--- src/rtl/sim_ioctl_router.sv ---
// Routes ioctl download bytes to one of NUM_TARGETS memories and generates the core reset.
// Optional running byte checksum output when IOCTL_CHECKSUM_EN is defined.
module sim_ioctl_router #(
    parameter int NUM_TARGETS = 4,
    parameter int ADDR_W      = 14,
    parameter int INDEX_BASE  = 0,
    parameter int RESET_HOLD  = 16
) (
    input  logic                   clk_sys,
    input  logic                   reset,
    input  logic                   ioctl_download,
    input  logic                   ioctl_wr,
    input  logic [24:0]            ioctl_addr,
    input  logic [7:0]             ioctl_dout,
    input  logic [7:0]             ioctl_index,
    output logic                   ioctl_wait,
    output logic [ADDR_W-1:0]      dn_addr,
    output logic [7:0]             dn_data,
    output logic [NUM_TARGETS-1:0] dn_wr,
    input  logic [NUM_TARGETS-1:0] dn_ready,
    output logic                   sys_reset,
    output logic [24:0]            byte_count,
    output logic                   addr_err,
    output logic                   idx_err,
    output logic                   overrun
`ifdef IOCTL_CHECKSUM_EN
    ,
    output logic [7:0]             checksum
`endif
);

    localparam int HOLD_W = $clog2(RESET_HOLD + 1);

    typedef enum logic [1:0] {IDLE, ACTIVE, PEND, TAIL} state_t;

    state_t                   state, state_next;
    logic [HOLD_W-1:0]        hold_cnt;
    logic [7:0]               tgt;
    logic [NUM_TARGETS-1:0]   sel_onehot;
    logic                     idx_bad, addr_bad, hit;
    logic                     start, accept, complete, drop_idx, drop_addr, wr_in_pend;

    assign tgt        = ioctl_index - 8'(INDEX_BASE);
    assign idx_bad    = tgt >= 8'(NUM_TARGETS);
    assign addr_bad   = (ioctl_addr >> ADDR_W) != '0;
    assign sel_onehot = NUM_TARGETS'(1) << tgt;
    // dn_wr holds the latched target one-hot, so completion is a plain AND with ready.
    assign hit        = |(dn_wr & dn_ready);
    assign sys_reset  = reset | (state != IDLE);

    always_ff @(posedge clk_sys) begin
        if (reset) state <= IDLE;
        else       state <= state_next;
    end

    always_comb begin
        state_next = state;
        start      = 1'b0;
        accept     = 1'b0;
        complete   = 1'b0;
        drop_idx   = 1'b0;
        drop_addr  = 1'b0;
        wr_in_pend = 1'b0;
        case (state)
            IDLE: begin
                if (ioctl_download) begin
                    start      = 1'b1;
                    state_next = ACTIVE;
                end
            end
            ACTIVE: begin
                if (!ioctl_download) begin
                    state_next = TAIL;
                end else if (ioctl_wr) begin
                    if (idx_bad) begin
                        drop_idx = 1'b1;
                    end else if (addr_bad) begin
                        drop_addr = 1'b1;
                    end else begin
                        accept     = 1'b1;
                        state_next = PEND;
                    end
                end
            end
            PEND: begin
                wr_in_pend = ioctl_wr;
                if (hit) begin
                    complete   = 1'b1;
                    state_next = ioctl_download ? ACTIVE : TAIL;
                end
            end
            TAIL: begin
                if (ioctl_download) begin
                    start      = 1'b1;
                    state_next = ACTIVE;
                end else if (hold_cnt == HOLD_W'(RESET_HOLD - 1)) begin
                    state_next = IDLE;
                end
            end
            default: state_next = IDLE;
        endcase
    end

    // Counter is zero on TAIL entry, so TAIL lasts exactly RESET_HOLD cycles.
    always_ff @(posedge clk_sys) begin
        if (reset || state != TAIL) hold_cnt <= '0;
        else                        hold_cnt <= hold_cnt + 1'b1;
    end

    always_ff @(posedge clk_sys) begin
        if (reset) begin
            ioctl_wait <= 1'b0;
            dn_wr      <= '0;
            dn_addr    <= '0;
            dn_data    <= '0;
            byte_count <= '0;
            addr_err   <= 1'b0;
            idx_err    <= 1'b0;
            overrun    <= 1'b0;
        end else begin
            if (accept) begin
                ioctl_wait <= 1'b1;
                dn_wr      <= sel_onehot;
                dn_addr    <= ioctl_addr[ADDR_W-1:0];
                dn_data    <= ioctl_dout;
            end else if (complete) begin
                ioctl_wait <= 1'b0;
                dn_wr      <= '0;
            end

            if (start) begin
                byte_count <= '0;
                addr_err   <= 1'b0;
                idx_err    <= 1'b0;
                overrun    <= 1'b0;
            end else begin
                if (complete)   byte_count <= byte_count + 25'd1;
                if (drop_addr)  addr_err   <= 1'b1;
                if (drop_idx)   idx_err    <= 1'b1;
                if (wr_in_pend) overrun    <= 1'b1;
            end
        end
    end

`ifdef IOCTL_CHECKSUM_EN
    always_ff @(posedge clk_sys) begin
        if (reset || start) checksum <= '0;
        else if (complete)  checksum <= checksum + dn_data;
    end
`endif

endmodule

--- config.mk ---
export PLATFORM = sky130hd
export DESIGN_NAME = sim_ioctl_router
export DESIGN_NICKNAME = d
export VERILOG_FILES = /design/src/rtl/sim_ioctl_router.sv
export SDC_FILE = /design/constraint.sdc
export NUM_CORES = 1
export LEC_CHECK = 0
export ABC_CLOCK_PERIOD_IN_PS = 2540
export CORE_MARGIN = 2
export CORE_UTILIZATION = 43
export DETAILED_ROUTE_END_ITERATION = 7
export GPL_TIMING_DRIVEN = 0
export PLACE_DENSITY = 0.9
export RECOVER_POWER = 50
export SYNTH_ARGS = -nofsm -noshare
export SYNTH_HDL_FRONTEND = slang
export SYNTH_SLANG_ARGS = --single-unit
--- constraint.sdc ---
create_clock -name clk_sys -period 2.54 [get_ports clk_sys]
set_input_delay 0.762 -clock clk_sys [delete_from_list [all_inputs] [get_ports clk_sys]]
set_output_delay 0.762 -clock clk_sys [all_outputs]
set_load 0.005 [all_outputs]
==> results of run 1 <==
==> logic make-up (layout without fill, tap and decap cells) <==
group / count (synthesis) / after routing / share of synthesized area [%]
adders and majority gates: 8 / 8 / 3.77
xor gates and xnor gates: 19 / 19 / 6.27
DFF: 62 / 62 / 46.8
and+or+nand+nor: 144 / 144 / 25.5
AOI/OAI and AO/OA: 62 / 62 / 13.6
buffers and inverters: 27 / 149 / 4.10
==> worst reg2reg max path, delay by kind of cell, from the launching register on <==
family,cells,cell delay [ns]
buffers and inverters,2,0.29
and+or+nand+nor,3,1.05
DFF,1,0.33
adders and majority gates,1,0.25
AOI/OAI and AO/OA,1,0.13
==> power groups by stage <==
stage / logic, mW / registers [mW] / clock network [mW]
finish: 0.320 / 1.01 / 0.901
CTS: 0.314 / 1.01 / 0.913
floorplan: 0.162 / 1.02 / 0
detailed placement: 0.310 / 1.03 / 0
global placement: 0.299 / 1.03 / 0
global route: 0.355 / 1.01 / 0.952
==> area by class of cell <==
cell class              instances  share of cell area [%]
well taps                      75                    2.32
repair buffers                106                    26.0
clock inverters                 4                    1.33
multi-input cells             233                    32.9
inverters                      12                    1.11
flip-flops and latches         62                    30.6
clock buffers                  12                    3.83
plain buffers                  15                    1.88
==> flip-flops by register name, indices dropped and copies added (netlist names) <==
register,cells
dn_addr,14
hold_cnt,5
overrun,1
state,2
idx_err,1
byte_count,25
dn_wr,4
dn_data,8
addr_err,1
ioctl_wait,1
==> through the flow <==
| stage | hold WS, ns | TNS, ns |
|---|---|---|
| global placement | 0.430 | -12.49 |
| floorplan | 0.418 | 0 |
| finish | 0.451 | 0 |
| global route | 0.462 | 0 |
| CTS | 0.455 | 0 |
| detailed placement | 0.446 | -15.31 |
==> how the worst max path moves through the flow <==
stage / from / endpoint / slack (ns) / depth (start not counted)
2_1_floorplan: ioctl_addr[15] / dn_wr[2]$_SDFFE_PP0P_ / 0.23 / 6
3_3_place_gp: reset / sys_reset / -0.63 / 4
3_5_place_dp: reset / sys_reset / -0.63 / 4
4_1_cts: ioctl_index[2] / dn_wr[2]$_SDFFE_PP0P_ / 0.01 / 7
5_1_grt: ioctl_addr[24] / dn_wr[2]$_SDFFE_PP0P_ / 0.001 / 7
6_report: ioctl_addr[24] / dn_wr[2]$_SDFFE_PP0P_ / 0.05 / 7
==> metal layers <==
metal  track usage [%]  up-vias  wire (um)  part of all wire (%)
met5                 0        -          0                     0
met4              9.84        0         97                   1.3
met3              9.78       10        646                   8.8
met2              40.4       96       3800                    52
met1              23.3     1239       2790                    38
li1                  -     1334          -                     -
==> layout by cell type (no fill, tap or decap), drive strengths merged, types with 2 or more instances in the layout <==
cell,synthesis,final
nor4,6,6
or3,7,7
ha,8,8
nor3,10,10
a22o,2,2
xnor2,16,16
clkbuf,13,24
buf,2,6
a31o,2,2
inv,12,13
and4,3,3
a22oi,2,2
dfxtp,62,62
o21ai,7,7
a21oi,39,39
clkdlybuf4s50,0,49
nand3,17,17
and3,3,3
xor2,3,3
nand4,2,2
nand2,56,56
nor2,32,32
dlygate4sd3,0,53
clkinvlp,0,2
nand2b,3,3
==> timing repair <==
item	in CTS	in global routing
setup buffers	0	2
endpoints found under the setup margin	22	15
endpoints found under the hold margin	0	0
gates cloned	0	0
resized for setup	12	7
pin swaps	3	3
==> results by group, run 1 <==
Outcome
  • Status: finished clean

Worst hold path
  • Min-delay src: dn_data[7]$_SDFFE_PP0P_
  • Endpoint, Worst Hold: dn_data[7]$_SDFFE_PP0P_
  • Hold crit path type: flop to flop
  • Worst hold path cell count: 2

Placed design
  • Place WS: -0.629 ns
  • Placed Cells: 501
  • Post-DP Area: 3790 um2
  • Post-DP HPWL: 5.50 mm
  • Global placer's final weighted congestion: 0.829
  • Port Buf Inserts: 104

Power
  • Total power: 2.23 mW
  • Seq pwr share: 45.2%
  • Switching Fraction: 25.7%
  • Pint: 1.65 mW
  • Part of the power in the clock network: 40.5%
  • Comb pwr share: 14.4%
  • Power per cell area: 549 nW/um2
  • Leakage: 1.53 nW
  • Switch Pwr: 0.573 mW
  • Worst VDD drop: 0.402 mV

Logic synthesis
  • Mapped Cells: 322
  • Synth warn: 0
  • Yosys top cell by area: dfxtp_1
  • Post-synthesis sequential area ratio: 46.8%
  • Ys flop type: dfxtp_1
  • Synth cell types: 39
  • Syn_area_per_cell: 8.24 um2
  • Most frequent cells after synthesis: dfxtp_1 (62), nand2_1 (56), a21oi_1 (39)
  • Mapped cell area: 2650 um2
  • Post-synth ARST share: 0%
  • Post-synth net total: 379
  • Yosys top cell area share: 46.8%
  • Seq cells post-synth: 62
  • Most area-consuming cells after synthesis: dfxtp_1 (47%), nand2_1 (7.9%), a21oi_1 (7.4%)
  • Most common cell in the netlist: dfxtp_1
  • Post-synth EDFFs: 0

Critical path
  • CP arrival: 2.75 ns
  • Critical Path, Cell by Cell: clkdlybuf4s50_1, nor4_2, nand3_2, or3_4, buf_6, or4b_1, a21oi_2
  • R2R Setup Slk: 0.42 ns
  • R2R cell count: 7
  • CP Capture Type: flop
  • Worst Path Required: 2.80 ns
  • Worst r2r src: state[1]$_SDFFE_PP0P_
  • CP Buf/Inv Count: 2
  • RR Endpoint: dn_wr[2]$_SDFFE_PP0P_
  • CP top delay family: simple AND/OR/NAND/NOR gates
  • Startpoint Class: input port
  • Worst Path Max Fanout: 10
  • Slowest stage delay, CP: 0.49 ns
  • Crit Path Class: input port to flop
  • Crit-path slowest cell: or4b_1

Finish
  • Design area: 4050 um2
  • Layout cells sized above 1: 6.98%
  • Final nets: 496
  • Fillers: 495
  • Antenna diodes: 0
  • Layout Utilization: 68.0%
  • Area grow syn2layout: 52.7%
  • Storage cell area: 1240 um2
  • Multi-input logic area: 1330 um2
  • Final Non-Filler Cells: 519

Global routing
  • First-pass GRT wire length: 11.8 mm
  • Largest net degree at the start of global routing: 12
  • Vias in the first global route: 2734
  • Overflow after GRT: 0
  • Initial antenna violation count: 0
  • Overall Global Routing Usage: 22.8%

Timing
  • Final setup viols: 0
  • Final hold vios: 0
  • Worst slew margin: 57.5%
  • Final worst setup slack: 0.0504 ns
  • Period Utilization, post-route: 98.0%
  • Minimum clock period: 2.49 ns
  • RSZ-0062 raised after global routing: false
  • Worst-case clock skew: 0.00948 ns
  • F_max: 402 MHz
  • Worst Max-Slew Pin Slew: 0.630 ns
  • Fin. max-slew vios: 0

Job
  • Max cap viols: 0

Floorplan
  • CORE AREA: 5960 um2
  • Die Wd: 82.6 um
  • Die area: 6820 um2
  • Cell Rows: 28
  • Die H: 82.6 um
  • Top Ports: 105
  • Starting Density: 44.6%

CTS
  • Hold_buf cts: 0
  • H-tree levels: 3
  • CTS sink cnt: 62
  • CTS tree: built
  • Worst-skew pair later-pin latency: 0.33 ns
  • Max Buffers Root-to-Sink: 2
  • Clock-pin slew of the registers on the worst-case setup and hold paths: 0.07 ns
  • Root Driver: clkbuf_8
  • CTS buffer count: 9

Drt
  • DR vias: 2679
  • ANT nets after route: 0
  • DR DRC count: 0
  • Vias/cell: 5.16
  • Wire per inst: 14.1 um
  • Detailed Routing Iterations Pass 1: 4
  • Final WL: 7.34 mm
  • Initial DRC Count: 77
No activity file was read; power rests on OpenSTA's default activity.
==> run 2, diff against run 1 <==
--- a/config.mk
+++ b/config.mk
@@ -5,12 +5,12 @@
 export SDC_FILE = /design/constraint.sdc
 export NUM_CORES = 1
 export LEC_CHECK = 0
-export ABC_CLOCK_PERIOD_IN_PS = 2540
+export ABC_CLOCK_PERIOD_IN_PS = 2100
 export CORE_MARGIN = 2
-export CORE_UTILIZATION = 43
+export CORE_UTILIZATION = 39
 export DETAILED_ROUTE_END_ITERATION = 7
 export GPL_TIMING_DRIVEN = 0
-export PLACE_DENSITY = 0.9
+export PLACE_DENSITY = 0.87
 export RECOVER_POWER = 50
 export SYNTH_ARGS = -nofsm -noshare
 export SYNTH_HDL_FRONTEND = slang
==> constraint.sdc (replaced) <==
create_clock -name clk_sys -period 2.1 [get_ports clk_sys]
set_input_delay 0.63 -clock clk_sys [delete_from_list [all_inputs] [get_ports clk_sys]]
set_output_delay 0.63 -clock clk_sys [all_outputs]
set_load 0.005 [all_outputs]
==> results by group, run 2 (synthesis results as in run 1) <==
Floorplan
  • Cell Rows: 30
  • CORE AREA: 6680 um2
  • Die Wd: 86.5 um
  • Starting Density: 39.7%
  • Top Ports: 105
  • Die area: 7480 um2
  • Die H: 86.5 um

Timing
  • Final hold vios: 0
  • Fin. max-slew vios: 0
  • Worst slew margin: 57.6%
  • RSZ-0062 raised after global routing: true
  • Post-route setup TNS: -0.0437 ns
  • Minimum clock period: 2.14 ns
  • F_max: 466 MHz
  • Worst Max-Slew Pin Slew: 0.629 ns
  • Final worst setup slack: -0.0437 ns
  • Final setup viols: 1
  • Period Utilization, post-route: 102%
  • Worst-case clock skew: 0.0126 ns

Critical path
  • Crit path from: ioctl_index[5]
  • Worst Path Max Fanout: 5
  • Crit Path Class: input port to flop
  • CP Buf/Inv Count: 2
  • Startpoint Class: input port
  • Critical Path, Cell by Cell: dlygate4sd2_1, nor4_2, nand2_2, or3_1, buf_6, or4b_4, a21oi_2
  • Worst Path Required: 2.39 ns
  • CP top delay family: simple AND/OR/NAND/NOR gates
  • CP Capture Type: flop
  • Crit-path slowest cell: or4b_4
  • Slowest stage delay, CP: 0.51 ns
  • CP arrival: 2.43 ns
  • Worst r2r src: state[0]$_SDFFE_PP0P_

Finish
  • Final nets: 506
  • Final Non-Filler Cells: 534
  • Top reg by flops: byte_count
  • Most common cell after layout, fill and taps aside: dfxtp_1
  • Layout Utilization: 62.9%
  • Antenna diodes: 0
  • Most frequent cells in the layout: dfxtp_1 (61), nand2_1 (55), clkdlybuf4s50_1 (44)
  • Area grow syn2layout: 58.4%
  • Layout cells sized above 1: 12.6%
  • Max reg flops: 25
  • Largest regs: byte_count (25), dn_addr (14), dn_data (8)

CTS
  • Worst-skew pair later-pin latency: 0.35 ns
  • Max Buffers Root-to-Sink: 2
  • Hold_buf cts: 0
  • CTS sink cnt: 62
  • Root Driver: clkbuf_8
  • CTS tree: built
  • H-tree levels: 3
  • CTS buffer count: 9
  • Clock-pin slew of the registers on the worst-case setup and hold paths: 0.08 ns

Power
  • Part of the power in the clock network: 42.5%
  • Worst VDD drop: 0.387 mV
  • Seq pwr share: 42.9%
  • Comb pwr share: 14.6%
  • Switch Pwr: 0.748 mW
  • Power per cell area: 672 nW/um2
  • Leakage: 1.56 nW
  • Switching Fraction: 26.5%
  • Pint: 2.08 mW

Placed design
  • Placed Cells: 506
  • Post-DP HPWL: 5.29 mm
  • Global placer's final weighted congestion: 0.810
  • Port Buf Inserts: 104

Outcome
  • Status: complete, but fails checks
  • Failing checks: negative setup slack

Global routing
  • Overall Global Routing Usage: 20.4%
  • Vias in the first global route: 2669
  • First-pass GRT wire length: 12.0 mm
  • Largest net degree at the start of global routing: 14
  • Initial antenna violation count: 0
  • Overflow after GRT: 0

Job
  • Max cap viols: 0

Drt
  • Initial DRC Count: 43
  • Vias/cell: 5.13
  • ANT nets after route: 0
  • Final WL: 7.39 mm
  • DR DRC count: 0
  • Wire per inst: 13.8 um
  • DR vias: 2737
  • Detailed Routing Iterations Pass 1: 4

Worst hold path
  • Min-delay src: dn_data[7]$_SDFFE_PP0P_
  • Hold crit path type: flop to flop
[run 2: changes by cell type in the layout (fill, tap and decap cells not counted), moves of 5 or more]
cell             delta
dlygate4sd2_1      +11
clkbuf_1            -6
clkdlybuf4s50_1     -5
clkdlybuf4s15_1     +6
buf_4              +11
dlygate4sd3_1      -12
[run 2: final timing paths]
| path | end | slack, ns | cells after the start |
|---|---|---|---|
| max | dn_wr[2]$_SDFFE_PP0P_ | -0.04 | 7 |
| min | dn_data[7]$_SDFFE_PP0P_ | 0.46 | 2 |
| max reg2reg | dn_wr[2]$_SDFFE_PP0P_ | 0.03 | 7 |
| min reg2reg | dn_data[7]$_SDFFE_PP0P_ | 0.46 | 2 |
[run 2: what timing repair did]
| action | in CTS | in global routing |
|---|---|---|
| gates resized for setup | 49 | 23 |
| buffers inserted | 8 | 5 |
| pin swaps | 9 | 7 |
| cloned | 0 | 0 |
| setup endpoints to repair | 51 | 38 |
[run 2: layout make-up]
cell class	instances	area, um2
well taps	80	100
clock inverters	7	104
inverters	12	45.0
plain buffers	14	82.6
fillers	559	2480
flip-flops and latches	62	1240
repair buffers	117	1120
clock buffers	9	124
multi-input cells	233	1380
[run 2: metal layers]
layer | wire length (um) | up-vias | share of wire [%] | track usage [%]
li1 | - | 1362 | - | -
met1 | 3000 | 1254 | 41 | 22.3
met2 | 3560 | 104 | 48 | 34.0
met4 | 198 | 0 | 2.7 | 11.5
met3 | 620 | 17 | 8.4 | 7.33
met5 | 0 | - | 0 | 0
[run 2: worst register-to-register path, delay by kind of cell (launching register included)]
| family | cells | cell delay, ns |
|---|---|---|
| and+or+nand+nor | 3 | 1.05 |
| AOI/OAI and AO/OA | 1 | 0.12 |
| adders and majority gates | 1 | 0.25 |
| DFF | 1 | 0.34 |
| buffers and inverters | 2 | 0.27 |
[run 2: power groups by stage]
stage          Clock (mW)  Sequential [mW]  Combinational, mW
5_1_grt              1.27             1.21              0.450
3_5_place_dp            0             1.24              0.379
2_1_floorplan           0             1.24              0.196
6_report             1.20             1.21              0.413
3_3_place_gp            0             1.24              0.366
4_1_cts              1.23             1.21              0.404
[run 2: through the flow]
| step | hold slack (ns) | total power, mW | area [um2] | setup slack (ns) |
|---|---|---|---|---|
| finish | 0.455 | 2.82 | 4200 | -0.0437 |
| CTS | 0.460 | 2.84 | 4130 | 0.00199 |
| global placement | 0.429 | 1.61 | 3800 | -0.807 |
| detailed placement | 0.450 | 1.62 | 3800 | -0.868 |
| global route | 0.479 | 2.94 | 4200 | -0.0963 |
| floorplan | 0.418 | 1.44 | 2660 | -0.0298 |
==> run 3, diff against run 2 <==
--- a/config.mk
+++ b/config.mk
@@ -5,12 +5,14 @@
 export SDC_FILE = /design/constraint.sdc
 export NUM_CORES = 1
 export LEC_CHECK = 0
+export ABC_AREA = 1
 export ABC_CLOCK_PERIOD_IN_PS = 2100
+export CAP_MARGIN = 10
 export CORE_MARGIN = 2
-export CORE_UTILIZATION = 39
+export CORE_UTILIZATION = 41
 export DETAILED_ROUTE_END_ITERATION = 7
 export GPL_TIMING_DRIVEN = 0
-export PLACE_DENSITY = 0.87
+export PLACE_DENSITY = 0.73
 export RECOVER_POWER = 50
 export SYNTH_ARGS = -nofsm -noshare
 export SYNTH_HDL_FRONTEND = slang
==> results by group, run 3 <==
Critical path
  • Worst r2r src: state[1]$_SDFFE_PP0P_
  • CP Capture Type: output pin
  • Critical Path, Cell by Cell: clkdlybuf4s50_1
  • Startpoint Class: flop
  • Crit-path slowest cell: clkdlybuf4s50_1
  • R2R cell count: 5
  • CP top delay family: buffers and inverters
  • Worst Path Max Fanout: 7
  • Slowest stage delay, CP: 0.55 ns
  • Worst Path Required: 1.47 ns
  • R2R Setup Slk: 0.35 ns
  • Crit Path Class: flop to output pin
  • RR Endpoint: byte_count[12]$_SDFFE_PP0P_
  • CP arrival: 1.35 ns
  • CP Buf/Inv Count: 1

Finish
  • Largest regs: byte_count (25), dn_addr (14), dn_data (8)
  • Max reg flops: 25
  • Area grow syn2layout: 44.6%
  • Design area: 4380 um2
  • Final nets: 623
  • Fillers: 686
  • Antenna diodes: 0
  • Final Non-Filler Cells: 669
  • Most common cell after layout, fill and taps aside: nand2_1
  • Most frequent cells in the layout: nand2_1 (107), nor2_1 (101), clkdlybuf4s50_1 (70)
  • Layout cells sized above 1: 7.37%
  • Top reg by flops: byte_count

Global routing
  • Vias in the first global route: 2948
  • First-pass GRT wire length: 13.1 mm
  • Overflow after GRT: 0
  • Overall Global Routing Usage: 19.4%
  • Largest net degree at the start of global routing: 11
  • Initial antenna violation count: 0

Timing
  • Final setup viols: 0
  • Worst Max-Slew Pin Slew: 0.478 ns
  • Final hold vios: 0
  • Worst-case clock skew: 0.00781 ns
  • F_max: 506 MHz
  • Worst slew margin: 68.2%
  • RSZ-0062 raised after global routing: false
  • Fin. max-slew vios: 0
  • Minimum clock period: 1.98 ns
  • Period Utilization, post-route: 94.2%

Placed design
  • Port Buf Inserts: 104
  • Placed Cells: 652
  • Post-DP Area: 4200 um2
  • Post-DP HPWL: 5.93 mm
  • Global placer's final weighted congestion: 0.928

Logic synthesis
  • Post-synthesis sequential area ratio: 40.9%
  • Syn_area_per_cell: 6.75 um2
  • Mapped cell area: 3030 um2
  • Most frequent cells after synthesis: nand2_1 (107), nor2_1 (101), dfxtp_1 (62)
  • Ys flop type: dfxtp_1
  • Most common cell in the netlist: nand2_1
  • Post-synth ARST share: 0%
  • Synth warn: 0
  • Post-synth EDFFs: 0
  • Mapped Cells: 449
  • Post-synth net total: 506
  • Synth cell types: 30
  • Seq cells post-synth: 62
  • Yosys top cell by area: dfxtp_1
  • Most area-consuming cells after synthesis: dfxtp_1 (41%), nand2_1 (13%), nor2_1 (13%)
  • Yosys top cell area share: 40.9%

CTS
  • CTS sink cnt: 62
  • Root Driver: clkbuf_8
  • CTS tree: built
  • Clock-pin slew of the registers on the worst-case setup and hold paths: 0.06 ns
  • H-tree levels: 3
  • Max Buffers Root-to-Sink: 2
  • Hold_buf cts: 0
  • Worst-skew pair later-pin latency: 0.34 ns
  • CTS buffer count: 9

Drt
  • Initial DRC Count: 106
  • DR DRC count: 0
  • Vias/cell: 4.72
  • WL met3: 468 um
  • Detailed Routing Iterations Pass 1: 7
  • M1 wire length: 3.44 mm
  • Wire per inst: 11.6 um
  • Final WL: 7.75 mm
  • ANT nets after route: 0
  • Met2 wire len: 3.75 mm
  • DR vias: 3157
  • Top Layer Used: met4

Job
  • Max cap viols: 0

Floorplan
  • Die area: 8100 um2
  • Starting Density: 42.0%
  • Die H: 90.0 um
  • CORE AREA: 7210 um2
  • Die Wd: 90.0 um
  • Top Ports: 105
  • Cell Rows: 31

Power
  • Leakage: 1.76 nW
  • Worst VDD drop: 0.417 mV
  • Power per cell area: 576 nW/um2

Worst hold path
  • Worst hold path cell count: 1
  • Endpoint, Worst Hold: hold_cnt[0]$_SDFF_PP0_
  • Min-delay src: hold_cnt[0]$_SDFF_PP0_
  • Hold crit path type: flop to flop

Outcome
  • Status: finished clean
## run 3: changes by cell type after synthesis, sizes merged, moves of 5 or more
cell | before | now
o21ai | 7 | 31
or3 | 7 | 0
a21oi | 39 | 28
nor3 | 10 | 4
inv | 12 | 42
xnor2 | 16 | 1
nand3 | 17 | 25
nand2 | 56 | 109
nor4 | 6 | 1
clkbuf | 13 | 5
nor2 | 32 | 111
## run 3: layer usage
metal	GRT usage (%)	vias up
met4	5.13	0
li1	-	1658
met1	23.2	1400
met2	33.6	89
met3	6.20	10
met5	0	-
## run 3: logic make-up (layout without fill, tap and decap cells)
kind of cell             count (synthesis)  in the layout  synth area share [%]
buffers and inverters                   53            174                  7.22
flip-flops                              62             62                  40.9
XOR/XNOR                                 5              5                  1.44
AO/OA/AOI/OAI                           62             62                  10.5
adder cells (fa/ha/maj)                  8              8                  3.30
AND/OR/NAND/NOR                        259            259                  36.6
## run 3: power breakdown
| group | internal [mW] | leakage (nW) | total, mW | switching (mW) |
|---|---|---|---|---|
| logic | 0.201 | 1.19 | 0.435 | 0.234 |
| registers | 1.20 | 0.501 | 1.21 | 0.0117 |
| clock network | 0.418 | 0.0752 | 0.878 | 0.460 |
## run 3: cell type report
type,count,area (um2),share of cell area [%]
Sequential cell,62,1250,28.4
Clock buffer,11,131,3.00
Multi-Input combinational cell,334,1580,35.9
Timing Repair Buffer,106,1050,24.0
Buffer,10,65.1,1.48
Inverter,43,165,3.77
Clock inverter,4,25.0,0.571
Tap cell,99,124,2.83
## run 3: stage by stage
stage	total power, mW	setup slack [ns]	hold WS (ns)	TNS [ns]	util [%]
finish	2.53	0.122	0.453	0	60.8
global route	2.65	0.0156	0.480	0	60.8
CTS	2.54	0.114	0.456	0	60.8
detailed placement	1.64	-0.878	0.447	-9.89	58.2
global placement	1.63	-0.889	0.431	-9.31	58.2
floorplan	1.46	0.412	0.418	0	-
## run 3: worst register-to-register path: cells and delay by family, from the launching register on
kind | cells | cell delay [ns]
DFF | 1 | 0.34
buffers and inverters | 2 | 0.53
adders and majority gates | 1 | 0.28
AOI/OAI and AO/OA | 2 | 0.46
## run 3: repair_timing
item / 4_1_cts / 5_1_grt
endpoints found under the setup margin: 1 / 0
setup buffers: 2 / 0
gates resized for setup: 18 / 0
## run 3: worst max-delay path by stage
stage | slack, ns | to | cells after the start | start
2_1_floorplan | 0.41 | sys_reset | 3 | reset
3_3_place_gp | -0.89 | sys_reset | 5 | reset
3_5_place_dp | -0.88 | sys_reset | 5 | reset
4_1_cts | 0.11 | byte_count[19] | 1 | byte_count[19]$_SDFFE_PP0P_
5_1_grt | 0.02 | dn_addr[0]$_SDFFE_PP0P_ | 9 | ioctl_download
6_report | 0.12 | byte_count[19] | 1 | byte_count[19]$_SDFFE_PP0P_
